$ cat src/rtl/axi_isolate_ctrl_pkg.sv
// Shared types and helpers for the multi-channel AXI isolation controller.
package axi_isolate_ctrl_pkg;

    typedef enum logic [1:0] {
        RUN      = 2'd0,
        DRAIN    = 2'd1,
        ISOLATED = 2'd2,
        FORCED   = 2'd3
    } iso_state_e;

    // Width needed to hold 0..max_val; never narrower than one bit.
    function automatic int unsigned cnt_width(input int unsigned max_val);
        int unsigned w;
        w = $clog2(max_val + 1);
        return (w == 0) ? 1 : w;
    endfunction

endpackage

$ cat src/rtl/axi_isolate_ctrl_ch.sv
// One isolation channel: pending counters, drain FSM, drain timeout and sticky error.
module axi_isolate_ctrl_ch
    import axi_isolate_ctrl_pkg::*;
#(
    parameter int unsigned MaxPending    = 8,
    parameter int unsigned TimeoutCycles = 1024,
    parameter int unsigned CntWidth      = cnt_width(MaxPending),
    parameter int unsigned ToWidth       = cnt_width(TimeoutCycles)
) (
    input  logic                clk_i,
    input  logic                rst_i,
    input  logic                isolate_req_i,
    input  logic                aw_hs_i,
    input  logic                ar_hs_i,
    input  logic                b_hs_i,
    input  logic                r_last_hs_i,
    input  logic                err_clr_i,
    output logic                block_aw_o,
    output logic                block_ar_o,
    output logic                isolated_o,
    output logic                timeout_o,
    output logic                err_o,
    output logic [CntWidth-1:0] wr_pending_o,
    output logic [CntWidth-1:0] rd_pending_o
);

    localparam logic [CntWidth-1:0] MaxCnt = CntWidth'(MaxPending);
    localparam logic [ToWidth-1:0]  ToMax  = ToWidth'(TimeoutCycles);

    iso_state_e          state_q, state_d;
    logic [CntWidth-1:0] wr_q, wr_d, rd_q, rd_d;
    logic [ToWidth-1:0]  to_q, to_d;
    logic                wr_err, rd_err, timeout_d, err_d;
    logic                block_aw_d, block_ar_d, isolated_d;

    // Returns {error, next count}; simultaneous up/down cancel out.
    function automatic logic [CntWidth:0] cnt_next(input logic [CntWidth-1:0] cnt,
                                                   input logic up, input logic dn);
        logic [CntWidth:0] res;
        res = {1'b0, cnt};
        if (up && !dn) begin
            if (cnt == MaxCnt) res[CntWidth] = 1'b1;
            else               res[CntWidth-1:0] = cnt + 1'b1;
        end else if (dn && !up) begin
            if (cnt == '0) res[CntWidth] = 1'b1;
            else           res[CntWidth-1:0] = cnt - 1'b1;
        end
        return res;
    endfunction

    always_comb begin
        state_d   = state_q;
        to_d      = to_q;
        timeout_d = 1'b0;
        {wr_err, wr_d} = cnt_next(wr_q, aw_hs_i && (state_q != FORCED), b_hs_i);
        {rd_err, rd_d} = cnt_next(rd_q, ar_hs_i && (state_q != FORCED), r_last_hs_i);
        unique case (state_q)
            RUN: begin
                if (isolate_req_i) begin
                    state_d = DRAIN;
                    to_d    = '0;
                end
            end
            DRAIN: begin
                if (wr_d == '0 && rd_d == '0) begin
                    state_d = isolate_req_i ? ISOLATED : RUN;
                end else if (!isolate_req_i) begin
                    state_d = RUN;
                    to_d    = '0;
                end else if (TimeoutCycles != 0 && to_q == ToMax) begin
                    state_d   = FORCED;
                    timeout_d = 1'b1;
                end else if (to_q != '1) begin
                    to_d = to_q + 1'b1;
                end
            end
            ISOLATED: begin
                if (!isolate_req_i) state_d = RUN;
            end
            FORCED: begin
                if (!isolate_req_i) begin
                    state_d = RUN;
                    wr_d    = '0;
                    rd_d    = '0;
                end
            end
            default: state_d = ISOLATED;
        endcase
        if (wr_err || rd_err || timeout_d) err_d = 1'b1;
        else if (err_clr_i)                err_d = 1'b0;
        else                               err_d = err_o;
        block_aw_d = (state_d != RUN) || (wr_d == MaxCnt);
        block_ar_d = (state_d != RUN) || (rd_d == MaxCnt);
        isolated_d = (state_q == ISOLATED) || (state_q == FORCED);
    end

    always_ff @(posedge clk_i or posedge rst_i) begin
        if (rst_i) begin
            state_q      <= ISOLATED;
            wr_q         <= '0;
            rd_q         <= '0;
            to_q         <= '0;
            block_aw_o   <= 1'b1;
            block_ar_o   <= 1'b1;
            isolated_o   <= 1'b1;
            timeout_o    <= 1'b0;
            err_o        <= 1'b0;
        end else begin
            state_q      <= state_d;
            wr_q         <= wr_d;
            rd_q         <= rd_d;
            to_q         <= to_d;
            block_aw_o   <= block_aw_d;
            block_ar_o   <= block_ar_d;
            isolated_o   <= isolated_d;
            timeout_o    <= timeout_d;
            err_o        <= err_d;
        end
    end

    assign wr_pending_o = wr_q;
    assign rd_pending_o = rd_q;

endmodule

$ cat src/rtl/axi_isolate_ctrl_mc.sv
// Multi-channel AXI isolation controller: NumChannels independent drain/isolate channels.
module axi_isolate_ctrl_mc
    import axi_isolate_ctrl_pkg::*;
#(
    parameter int unsigned NumChannels   = 4,
    parameter int unsigned MaxPending    = 8,
    parameter int unsigned TimeoutCycles = 1024,
    parameter int unsigned CntWidth      = cnt_width(MaxPending),
    parameter int unsigned ToWidth       = cnt_width(TimeoutCycles)
) (
    input  logic                            clk_i,
    input  logic                            rst_i,
    input  logic [NumChannels-1:0]          isolate_req_i,
    input  logic [NumChannels-1:0]          aw_hs_i,
    input  logic [NumChannels-1:0]          ar_hs_i,
    input  logic [NumChannels-1:0]          b_hs_i,
    input  logic [NumChannels-1:0]          r_last_hs_i,
    output logic [NumChannels-1:0]          block_aw_o,
    output logic [NumChannels-1:0]          block_ar_o,
    output logic [NumChannels-1:0]          isolated_o,
    output logic [NumChannels-1:0]          timeout_o,
    output logic [NumChannels-1:0]          err_o,
    input  logic [NumChannels-1:0]          err_clr_i,
    output logic [NumChannels*CntWidth-1:0] wr_pending_o,
    output logic [NumChannels*CntWidth-1:0] rd_pending_o
);

    for (genvar i = 0; i < NumChannels; i++) begin : g_ch
        axi_isolate_ctrl_ch #(
            .MaxPending   (MaxPending),
            .TimeoutCycles(TimeoutCycles),
            .CntWidth     (CntWidth),
            .ToWidth      (ToWidth)
        ) u_ch (
            .clk_i        (clk_i),
            .rst_i        (rst_i),
            .isolate_req_i(isolate_req_i[i]),
            .aw_hs_i      (aw_hs_i[i]),
            .ar_hs_i      (ar_hs_i[i]),
            .b_hs_i       (b_hs_i[i]),
            .r_last_hs_i  (r_last_hs_i[i]),
            .err_clr_i    (err_clr_i[i]),
            .block_aw_o   (block_aw_o[i]),
            .block_ar_o   (block_ar_o[i]),
            .isolated_o   (isolated_o[i]),
            .timeout_o    (timeout_o[i]),
            .err_o        (err_o[i]),
            .wr_pending_o (wr_pending_o[i*CntWidth +: CntWidth]),
            .rd_pending_o (rd_pending_o[i*CntWidth +: CntWidth])
        );
    end

endmodule

$ cat config.mk
export PLATFORM = sky130hd
export DESIGN_NAME = axi_isolate_ctrl_mc
export DESIGN_NICKNAME = d
export VERILOG_FILES = /design/src/rtl/axi_isolate_ctrl_pkg.sv /design/src/rtl/axi_isolate_ctrl_ch.sv /design/src/rtl/axi_isolate_ctrl_mc.sv
export SDC_FILE = /design/constraint.sdc
export NUM_CORES = 1
export LEC_CHECK = 0
export BUFFER_PORTS_ARGS = -buffer_cell sky130_fd_sc_hd__buf_2
export CORE_ASPECT_RATIO = 0.6
export CORE_UTILIZATION = 65
export CTS_BUF_LIST = sky130_fd_sc_hd__clkbuf_16
export DETAILED_ROUTE_END_ITERATION = 10
export GPL_TIMING_DRIVEN = 0
export PLACE_DENSITY = 0.87
export SLEW_MARGIN = 25
export SYNTH_ARGS = -nofsm -noshare
export SYNTH_HDL_FRONTEND = slang
export SYNTH_HIERARCHICAL = 1
export SYNTH_SLANG_ARGS = --single-unit
$ cat constraint.sdc
create_clock -name clk_i -period 4.1 [get_ports clk_i]
set_input_delay 0.41 -clock clk_i [delete_from_list [all_inputs] [get_ports clk_i]]
set_output_delay 0.41 -clock clk_i [all_outputs]
set_load 0.02 [all_outputs]
==> metrics.txt <==
Cell Pwr Density=588 nW/um^2; final setup TNS=0 ns; I/O Buffers=73; reg2reg path depth=10; Die W=138 um; GR Util All Layers=about a third; Site Rows=29; hpwl dp=13.3 mm; Starting Density=between 60% and 70%; setup clock skew after layout=0.00808 ns; status=complete, no violations; Layout Nets=958; # fillers=750; Routed wire per std cell=~17 um; Post-Syn Area per Cell=about 8.8 sq um; violation count after the first detailed-route iteration=636; global-route wire length before repair=just over 30 mm; Critical R2R Capture=g_ch[2].u_ch/to_q[2]; Period Utilization, post-route=73.0%; Syn Nets=874; Post-CTS Hold Buffers=0; crit-path max FO=10; maximum clock frequency=between 0.3 and 0.4 GHz; postcts setup bufs=0; Critical Path RT=between 4 and 5 ns; Reg area=2620 sq um; Root Driver=clkbuf_16; die area=11500 sq um; Tightest Pin Transition=between 0.8 and 0.9 ns; Worst VDD drop=approximately 0.32 mV; Relative slew margins=39.9%; routed vias=6982; vias in the first global route=6331; Slew Limit Fails=0; remaining antenna violation count after routing=0; synth-to-layout area growth=11.4%; Synth cell types=48; nature of the critical path startpoint=register; drt first pass iters=6; antenna violations before repair=0; number of setup violations in the final report=0; RSZ-0062 raised after global routing=false; clock buffer depth=2; register bit total from synthesis=104; H-tree level count=3; top cells by area, synth=dfrtp_1 (31%), a31oi_1 (5.9%), dfstp_2 (5.8%), ha_1 (4.2%), nor2_1 (4.2%); Tmin final=2.99 ns; Post-synth ARST share=100%; DRC=0; clk_lat worst skew=between 0.3 and 0.4 ns; most common cell after layout, fill and taps aside=dfrtp_1; Ys Warns=6; Power Total=approximately 4700 uW; final wirelength=between 15 and 20 mm; post-CTS sizing=0; final hold viol count=0; crit path capture type=register; share of the synthesized area in the top cell type=30.5%; Crit. Startpoint=g_ch[2].u_ch/rd_pending_o[0]; # diodes=0; Ports=a little under 80; max cap viols=0; Die H=around 84 um; clk sinks=104; area of the multi-input gates=4200 sq um; share of layout cells above drive strength 1=15.8%; largest net degree at the start of global routing=27; total CTS buffers=9; most frequent cells in the layout=dfrtp_1 (88), buf_2 (85), nor2_1 (80); Cells after Synth=824; flop2flop setup slack=around 1.1 ns; via/cell ratio=6.64; Leak=about 0.0038 uW; Crit Path Category=reg -> reg; mapped cell area=7220 sq um; reg2reg start=g_ch[2].u_ch/rd_pending_o[0]; Main synth FF type=dfrtp_1; RePlAce Congestion=0.894; cell taking the most area after synthesis=dfrtp_1; Post-synth EDFFs=0; Worst Path Arrival=3.25 ns; CTS clk-pin slew, worst paths=0.07 ns; CTS tree=yes; Hold WC Path Type=in -> async; sequential share of the synthesized area=36.3%; core area=between 10000 and 15000 sq um; GR Overflow Total=0
==> worst max-delay path, cell delays in order, from the launching register on <==
cell and delay [ns]:
dfrtp_1 0.48, inv_1 0.10, ha_1 0.24, nor3b_1 0.37, nor4_1 0.09, nor4_1 0.53
and2_1 0.24, nand4_1 0.24, a21o_1 0.28, buf_6 0.15, a31oi_1 0.19
==> cells in the mapped netlist, types with 16 or more instances <==
cell	count
dfrtp_1	88
nor2_1	80
a31oi_1	68
inv_1	60
nand2_1	48
and3_1	32
nand2b_1	32
o21ai_0	28
a21oi_1	24
ha_1	24
nor4_1	24
mux2i_1	20
clkbuf_1	16
dfstp_2	16
nand3_1	16
nand3b_1	16
nand4_1	16
==> worst max path at each step <==
stage / endpoint / slack (ns) / cells past startpoint
finish: g_ch[2].u_ch/to_q[2] / 1.11 / 10
global placement: g_ch[2].u_ch/to_q[7] / 1.42 / 10
floorplan: g_ch[0].u_ch/to_q[10] / 1.60 / 9
detailed placement: g_ch[2].u_ch/to_q[2] / 1.27 / 10
CTS: g_ch[2].u_ch/to_q[2] / 1.23 / 10
global route: g_ch[2].u_ch/to_q[2] / 0.92 / 10
==> logic make-up after synthesis <==
kind of cell	count (synthesis)	share of synthesized area, %
flops	104	36.3
buf+inv	92	5.41
simple gates	368	29.3
mux	20	2.77
fa+ha+maj	24	4.16
compound gates	216	22.0
==> final cells by class <==
type	instances	share of cell area, %
Sequential cell	104	32.6
Timing Repair Buffer	73	4.54
Inverter	60	2.80
Buffer	32	2.05
Clock inverter	7	0.716
Multi-Input combinational cell	628	52.3
Tap cell	139	2.16
Clock buffer	9	2.80
==> report_power, final <==
group / total, uW / switching [uW] / internal, uW
Combinational: 2180 / 1310 / 872
Clock: 828 / 364 / 464
Sequential: 1720 / 434 / 1290
==> state kept, by name, indices dropped and copies added (netlist names) <==
name and flops:
g_ch.u_ch/to_q 44, g_ch.u_ch/rd_pending_o 16, g_ch.u_ch/wr_pending_o 16, g_ch.u_ch/state_q 8, g_ch.u_ch/block_ar_o 4, g_ch.u_ch/block_aw_o 4, g_ch.u_ch/err_o 4, g_ch.u_ch/isolated_o 4
g_ch.u_ch/timeout_o 4
==> per-stage QoR <==
step	utilization, %	instance area [sq um]	std cells	setup slack [ns]	hold slack [ns]
6_report	75.4	8040	1052	1.11	0.143
3_3_place_gp	72.7	7760	1036	1.42	0.496
3_5_place_dp	72.7	7760	1036	1.27	0.510
5_1_grt	75.4	8040	1052	0.923	0.191
2_1_floorplan	-	7220	824	1.60	0.447
4_1_cts	75.4	8040	1052	1.23	0.329
==> layer usage <==
layer | track usage (%) | wire length, um
met2 | 48.5 | 8140
met5 | 0 | 0
met3 | 6.43 | 1490
met4 | 7.99 | 239
met1 | 47.0 | 8400
(Power assumes the default switching activity.)
